==> config.mk <==
export PLATFORM = sky130hd
export DESIGN_NAME = ldpc_dvb_dec_iter_ctrl
export DESIGN_NICKNAME = d
export VERILOG_FILES = /design/src/rtl/ldpc_dvb_dec_iter_ctrl.sv
export SDC_FILE = /design/constraint.sdc
export NUM_CORES = 1
export LEC_CHECK = 0
export CAP_MARGIN = 20
export CORE_ASPECT_RATIO = 1.75
export CORE_UTILIZATION = 55
export CTS_BUF_LIST = sky130_fd_sc_hd__clkbuf_8
export CTS_CLUSTER_SIZE = 12
export DETAILED_ROUTE_END_ITERATION = 10
export PLACE_DENSITY = 0.81
export SLEW_MARGIN = 10
export SYNTH_ARGS = -nofsm -noshare
export SYNTH_HDL_FRONTEND = slang
export SYNTH_SLANG_ARGS = --single-unit
export TNS_END_PERCENT = 5
==> constraint.sdc <==
create_clock -name iclk -period 3 [get_ports iclk]
set_input_delay 0.75 -clock iclk [delete_from_list [all_inputs] [get_ports iclk]]
set_output_delay 0.75 -clock iclk [all_outputs]
set_load 0.005 [all_outputs]
==> src/rtl/ldpc_dvb_dec_iter_ctrl.sv <==
// DVB LDPC decoder iteration controller: launches iterations, restarts the
// decfail counter, decides stop. Early stop: LDPC_DVB_DEC_ITER_CTRL_EARLY_STOP_EN.
module ldpc_dvb_dec_iter_ctrl #(
  parameter int pITER_W   = 8,
  parameter int pMIN_ITER = 1,
  parameter int pCNT_DLY  = 8
) (
  input  logic               iclk,
  input  logic               ireset,
  input  logic               iclkena,
  input  logic               istart,
  input  logic [pITER_W-1:0] iNiter,
  output logic               ordy,
  output logic               odec_start,
  output logic               odec_load_iter,
  input  logic               idec_done,
  output logic               ocnt_start,
  output logic               ocnt_load_iter,
  input  logic               icnt_decfail,
  output logic               odone,
  output logic               odecfail,
  output logic [pITER_W-1:0] oused_iter
);

  localparam int DLY_W = (pCNT_DLY > 1) ? $clog2(pCNT_DLY) : 1;

  localparam logic [DLY_W-1:0] DLY_LOAD = DLY_W'(pCNT_DLY - 1);
  localparam logic [pITER_W:0] MIN_ITER = (pITER_W + 1)'(pMIN_ITER);

  localparam logic [2:0] IDLE  = 3'd0;
  localparam logic [2:0] START = 3'd1;
  localparam logic [2:0] RUN   = 3'd2;
  localparam logic [2:0] CHECK = 3'd3;
  localparam logic [2:0] DONE  = 3'd4;

  logic [2:0]         state;
  logic [pITER_W-1:0] niter;
  logic [pITER_W-1:0] k;
  logic [DLY_W-1:0]   dly;
  logic [pITER_W:0]   k1;
  logic               first;
  logic               last;
  logic               stop_early;

  // k1 carries one extra bit so the limit compare never sees a wrap
  assign k1    = {1'b0, k} + (pITER_W + 1)'(1);
  assign last  = (k1 == {1'b0, niter});
  assign first = (k == '0);

`ifdef LDPC_DVB_DEC_ITER_CTRL_EARLY_STOP_EN
  assign stop_early = !icnt_decfail && (k1 >= MIN_ITER);
`else
  assign stop_early = 1'b0;
`endif

  // Pulses decode straight from state, so a frozen clock holds them
  assign ordy           = (state == IDLE);
  assign odec_start     = (state == START);
  assign ocnt_start     = (state == START);
  assign ocnt_load_iter = (state == START) && first;
  assign odone          = (state == DONE);
  assign odec_load_iter = first &&
    ((state == START) || (state == RUN) || (state == CHECK));

  always_ff @(posedge iclk or posedge ireset) begin
    if (ireset) begin
      state      <= IDLE;
      niter      <= '0;
      k          <= '0;
      dly        <= '0;
      odecfail   <= 1'b0;
      oused_iter <= '0;
    end else if (iclkena) begin
      unique case (state)
        IDLE: begin
          if (istart) begin
            niter <= (iNiter == '0) ? pITER_W'(1) : iNiter;
            k     <= '0;
            state <= START;
          end
        end
        START: state <= RUN;
        RUN: begin
          if (idec_done) begin
            dly   <= DLY_LOAD;
            state <= CHECK;
          end
        end
        CHECK: begin
          if (dly != '0) begin
            dly <= dly - 1'b1;
          end else if (stop_early) begin
            odecfail   <= 1'b0;
            oused_iter <= k1[pITER_W-1:0];
            state      <= DONE;
          end else if (last) begin
            odecfail   <= icnt_decfail;
            oused_iter <= k1[pITER_W-1:0];
            state      <= DONE;
          end else begin
            k     <= k1[pITER_W-1:0];
            state <= START;
          end
        end
        DONE:    state <= IDLE;
        default: state <= IDLE;
      endcase
    end
  end

endmodule
==> run_results.csv <==
group,metric,value,unit
outcome,outcome,"complete, no violations",
route,firstDrtPassIters,4,
place,hpwl,3.13,mm
yosys,yosysSeqAreaShare,0.416,
pwr,powerDensity,823,mW/mm2
worst_setup_path,cp-endpoint,"oused_iter[7]$_DFFE_PP0P_",
timing,rsz0062_at_grt,"false",
floorplanning,core_area,0.00318,mm2
worst_setup_path,rr_endpoint,"oused_iter[7]$_DFFE_PP0P_",
yosys,synth_largest_area_cell,"dfrtp_1",
timing,fin_ws,267,ps
yosys,synth_area_leaders,"dfrtp_1, mux2_2, a21oi_1",
clocking,htree_num_levels,2,
clocking,clk_latency,280,ps
yosys,ys_seq_elements,31,
global_route,grt_use_total,0.259,
yosys,synth_top_area_share,0.416,
clocking,cts_buffers,5,
route,routed_via_density,5.94,
timing,fin_crit_sh,0.911,
worst_setup_path,path_cells,"ha_1 > nand3_2 > or2_4 > a32o_1 > nor4_2 > and2_1 > nand3_4 > mux2_4",
yosys,synthTopCellsByCount,"dfrtp_1, nand2_1, mux2_2, a21oi_1, inv_1",
yosys,ys.flop_type,"dfrtp_1",
yosys,yosysWarningCount,0,
worst_setup_path,crit_path_end_kind,"flop",
route,post-route-drc-count,0,
clocking,hold_buffers,0,
finish,fin_nets,233,
global_route,antenna_found_initial,0,
worst_setup_path,crit_arrival,2900,ps
yosys,synth_cells,190,
clocking,path_clk_slew,70,ps
worst_setup_path,cp_max_fo,9,
finish,syn2layout_area_growth,21.8,%
worst_setup_path,path_class,"reg2reg",
worst_setup_path,crit_start,"k[0]$_DFFE_PP0P_",
pwr,power.static_leakage,1.02,nW
yosys,synth_edf_count,0,
finish,diodes,0,
yosys,synth_cell_types,44,
worst_setup_path,r2r_slack,270,ps
worst_setup_path,critPathMaxStageDelay,430,ps
timing,finalSetupViolCount,0,
yosys,ys_async_sr_fraction,1.00,
clocking,clock_sinks,31,
global_route,grt_start_max_net_pins,32,
floorplanning,die_area,0.00364,mm2
worst_setup_path,worst-path-stages,8,
clocking,cts_tree,"built",
hold_path,hold_class,"reg2reg",
global_route,grt_pass1_vias,1552,
clocking,cts_root_buf,"clkbuf_8",
timing,worst_pin_slew,623,ps
yosys,synth_most_common_cell,"dfrtp_1",
yosys,syn_avg_cell_area,9.82,um2
worst_setup_path,crit_path_top_delay_cell,"dfrtp_1",
global_route,grt.overflow.total,0,
worst_setup_path,crit_buf_inv,0,
pwr,vdd_ir_drop_max,0.490,mV
timing,finalHoldViolCount,0,
worst_setup_path,worstSetupStartpointType,"flop",
yosys,syn_area,0.00187,mm2
worst_setup_path,required,3170,ps
global_route,grt_pass1_wl,6.76,mm
timing,fin_setup_tns,0,ps
worst_setup_path,r2r_cells,8,
route,first_iter_violations,54,
route,vias,1538,
floorplanning,initial_core_util,0.587,
route,ant_nets,0,
clocking,cts_buffer_depth,2,
timing,slew_violations,0,
timing,finalCriticalPeriod,2730,ps
place,io_buffers,28,
place,preCtsSetupSlack,291,ps
timing,relSlewSlack,0.582,
route,wl_per_cell,15.8,um
yosys,syn_nets,208,
timing,max_clock_freq,366,MHz
floorplanning,ios,29,
place,routabilityCongestion,0.995,
floorplanning,die_y,79.0,um
floorplanning,rows,27,
worst_setup_path,reg2reg_from,"k[0]$_DFFE_PP0P_",
job,max-cap-violations,0,
finish,num-fill-cells,246,
timing,fin_worst_skew,8.18,ps
worst_setup_path,critical_path.top_delay_family,"simple AND/OR/NAND/NOR gates",
route,wl,4.10,mm
floorplanning,die_w,46.0,um
finish,drive_gt1_frac,0.157,
-- metal layers --
layer  share of wire  vias up  GRT usage
met5               0        -          0
met4           0.040        0      0.147
met3           0.040       18     0.0568
met2            0.56       56      0.451
met1            0.36      743      0.268
li1                -      721          -
-- power breakdown --
| group | switching, mW | internal, mW | leakage, nW |
|---|---|---|---|
| registers | 0.169 | 0.546 | 0.372 |
| logic | 0.361 | 0.371 | 0.582 |
| clock network | 0.153 | 0.268 | 0.0612 |
| total | 0.684 | 1.19 | 1.02 |
-- sequential cells by signal (all words and copies together) (netlist names) --
register,count
niter,8
oused_iter,8
state,3
odecfail,1
k,8
dly,3
-- layout by cell type (no fill, tap or decap), types with 4 or more instances in the layout --
cell type         n
nor3_1            6
a21oi_1          12
nor2b_1           5
a22o_1            4
clkbuf_8          6
xnor2_1           6
nor2_1            8
nor4_1            4
mux2_2           13
o21ai_0           8
dfrtp_1          31
and3_1            5
buf_4             5
xor2_1            4
o211ai_1          4
ha_1              4
clkdlybuf4s50_1  28
inv_1            12
nand2_1          15
-- final cells by class --
class                   count  area, um2  share of cell area
clock buffers               6       82.6              0.0363
clock inverters             2       35.0              0.0154
inverters                  12       45.0              0.0198
multi-input cells         132        962               0.423
flip-flops and latches     31        776               0.341
well taps                  43       53.8              0.0237
repair buffers             33        318               0.140
-- worst reg2reg max path, delay by kind of cell (launching register included) --
kind,cells,cell delay (ps)
multiplexers,1,360
flip-flops,1,430
AO/OA/AOI/OAI,1,270
AND/OR/NAND/NOR,5,1270
adder cells (fa/ha/maj),1,290
-- stage by stage --
stage	total power [mW]	util	instance area, um2	cells	hold slack, ps
floorplan	1.22	-	1870	190	440
detailed placement	1.44	0.677	2150	251	468
CTS	1.87	0.714	2270	259	477
global placement	1.41	0.677	2150	251	457
finish	1.87	0.716	2270	259	473
global route	1.99	0.716	2270	259	507
-- timing repair --
action                     CTS  global route
setup endpoints to repair    0             2
hold endpoints to repair     0             0
gates resized for setup      0             1
setup buffers                0             0
-- worst min path at each step --
stage                  startpoint                 end  slack, ps  cells past startpoint
5_1_grt        dly[0]$_DFFE_PP0P_  dly[0]$_DFFE_PP0P_        510                      1
2_1_floorplan  dly[0]$_DFFE_PP0P_  dly[0]$_DFFE_PP0P_        440                      1
6_report       dly[0]$_DFFE_PP0P_  dly[0]$_DFFE_PP0P_        470                      1
4_1_cts        dly[0]$_DFFE_PP0P_  dly[0]$_DFFE_PP0P_        480                      1
3_3_place_gp   dly[0]$_DFFE_PP0P_  dly[0]$_DFFE_PP0P_        460                      1
3_5_place_dp   dly[0]$_DFFE_PP0P_  dly[0]$_DFFE_PP0P_        470                      1
-- kinds of logic (layout without fill, tap and decap cells) --
| family | after synthesis | in the layout | share of synthesized area |
|---|---|---|---|
| multiplexers | 17 | 17 | 0.103 |
| buffers and inverters | 27 | 53 | 0.0718 |
| AO/OA/AOI/OAI | 43 | 43 | 0.154 |
| flip-flops | 31 | 31 | 0.416 |
| AND/OR/NAND/NOR | 57 | 57 | 0.174 |
| adder cells (fa/ha/maj) | 4 | 4 | 0.0268 |
| XOR/XNOR | 11 | 11 | 0.0557 |
Power figures use the tool's default switching activity.
==> patch, RTL diff (config.mk and constraints unchanged) <==
Make the reset (`ireset`) synchronous in one clocked block.
--- a/src/rtl/ldpc_dvb_dec_iter_ctrl.sv
+++ b/src/rtl/ldpc_dvb_dec_iter_ctrl.sv
@@ -63,5 +63,5 @@
     ((state == START) || (state == RUN) || (state == CHECK));
 
-  always_ff @(posedge iclk or posedge ireset) begin
+  always_ff @(posedge iclk) begin
     if (ireset) begin
       state      <= IDLE;
Function: differs if ireset is asserted again (counterexample within 4 cycles, from zero or initial values and one cycle with ireset high); with ireset held inactive, the same outputs for 10 cycles.
==> patch against the unedited design <==
  * Sequential cell count unchanged
  * Global-route usage is 5.3 points higher
  * Setup slack got worse by 0.11 ns
  * Critical path type is now flip-flop to output port
  * Final area decreased by 0.55%
  * Routed wire length rose by 23%
  * Area after synthesis fell by 0.94%
  * Maximum frequency fell by 3.9%
Power is not compared: it rests on default switching activity, and its combinational part moved more than twofold at a synthesized area within 25%.
==> patch: results <==
set metrics [dict create \
    max_stage_delay_ns 0.52 \
    dr_wl_met2_um 2710 \
    grt_pass1_wl_um 8200 \
    status "completed" \
    synth_common_cells "dfxtp_1, nand2_1, nor2_1" \
    drt-wirelength-per-cell_um 17.0 \
    gp_congestion 0.960 \
    async_flop_share_pct 0 \
    fin_skew_ns 0.00623 \
    viasPerCell 6.13 \
    syn-num-nets 246 \
    grtUsageMet3_pct 4.37 \
    synth_area_leaders "dfxtp_1, nand2_1, a21oi_1, a311oi_1, a31oi_1" \
    cpMaxStageDelayCell "clkdlybuf4s50_1" \
    drt_first_iter_violations 56 \
    synth_cell_types 49 \
    worst_pin_slew_ns 0.689 \
    routedLengthMet1_um 1870 \
    grt_usage_pct 31.3 \
    drive_above_1_share_pct 9.41 \
    grt_max_degree 17 \
    min_from "oused_iter[1]" \
    dr.pass1.iters 5 \
    dpl.hpwl_um 3910 \
    crit_arrival_ns 2.09 \
]
==> patch: cell count changes in the layout (fill, tap and decap cells not counted), sizes merged, moves of 4 or more <==
cell,unedited run,this run
nand2,15,28
a311oi,0,8
dfrtp,31,0
o21ai,8,12
nand4,0,4
nor2,8,17
mux2,14,0
a21oi,12,16
nand2b,0,6
a31oi,1,11
a22o,4,0
dfxtp,0,31
==> patch: kinds of logic after synthesis <==
| logic type | after synthesis | synth area share (%) |
|---|---|---|
| AOI/OAI and AO/OA | 68 | 24.8 |
| xor gates and xnor gates | 9 | 6.64 |
| adders and majority gates | 4 | 2.71 |
| buffers and inverters | 29 | 7.11 |
| DFF | 31 | 33.6 |
| and+or+nand+nor | 87 | 25.2 |
==> patch: worst paths after layout <==
kind,end,depth (start not counted)
min reg2reg,oused_iter[1],2
max reg2reg,oused_iter[5],7
max,ocnt_load_iter,6
min,oused_iter[1],2
==> patch: cell type report <==
cell class	instances	area, um^2
flip-flops and latches	31	621
fillers	301	916
clock buffers	7	96.3
multi-input cells	168	1100
inverters	12	45.0
repair buffers	36	340
well taps	43	53.8
clock inverters	1	3.75
==> patch: repair_timing <==
item                                    4_1_cts  5_1_grt
endpoints found under the setup margin        0       11
hold buffers                                  0        0
resized for setup                             0        1
==> patch: worst max-delay path: cells and delay by family (launching register included) <==
kind	cells	cell delay [ns]
fa+ha+maj	1	0.15
buf+inv	2	0.63
flops	1	0.39
simple gates	3	0.65
==> patch: through the flow <==
stage,utilization (%),instances,total power [mW]
after floorplan,-,228,0.594
after global placement,67.9,290,0.676
after detailed placement,67.9,290,0.678
after CTS,71.0,298,1.03
after global routing,71.2,298,1.08
final,71.2,298,1.03
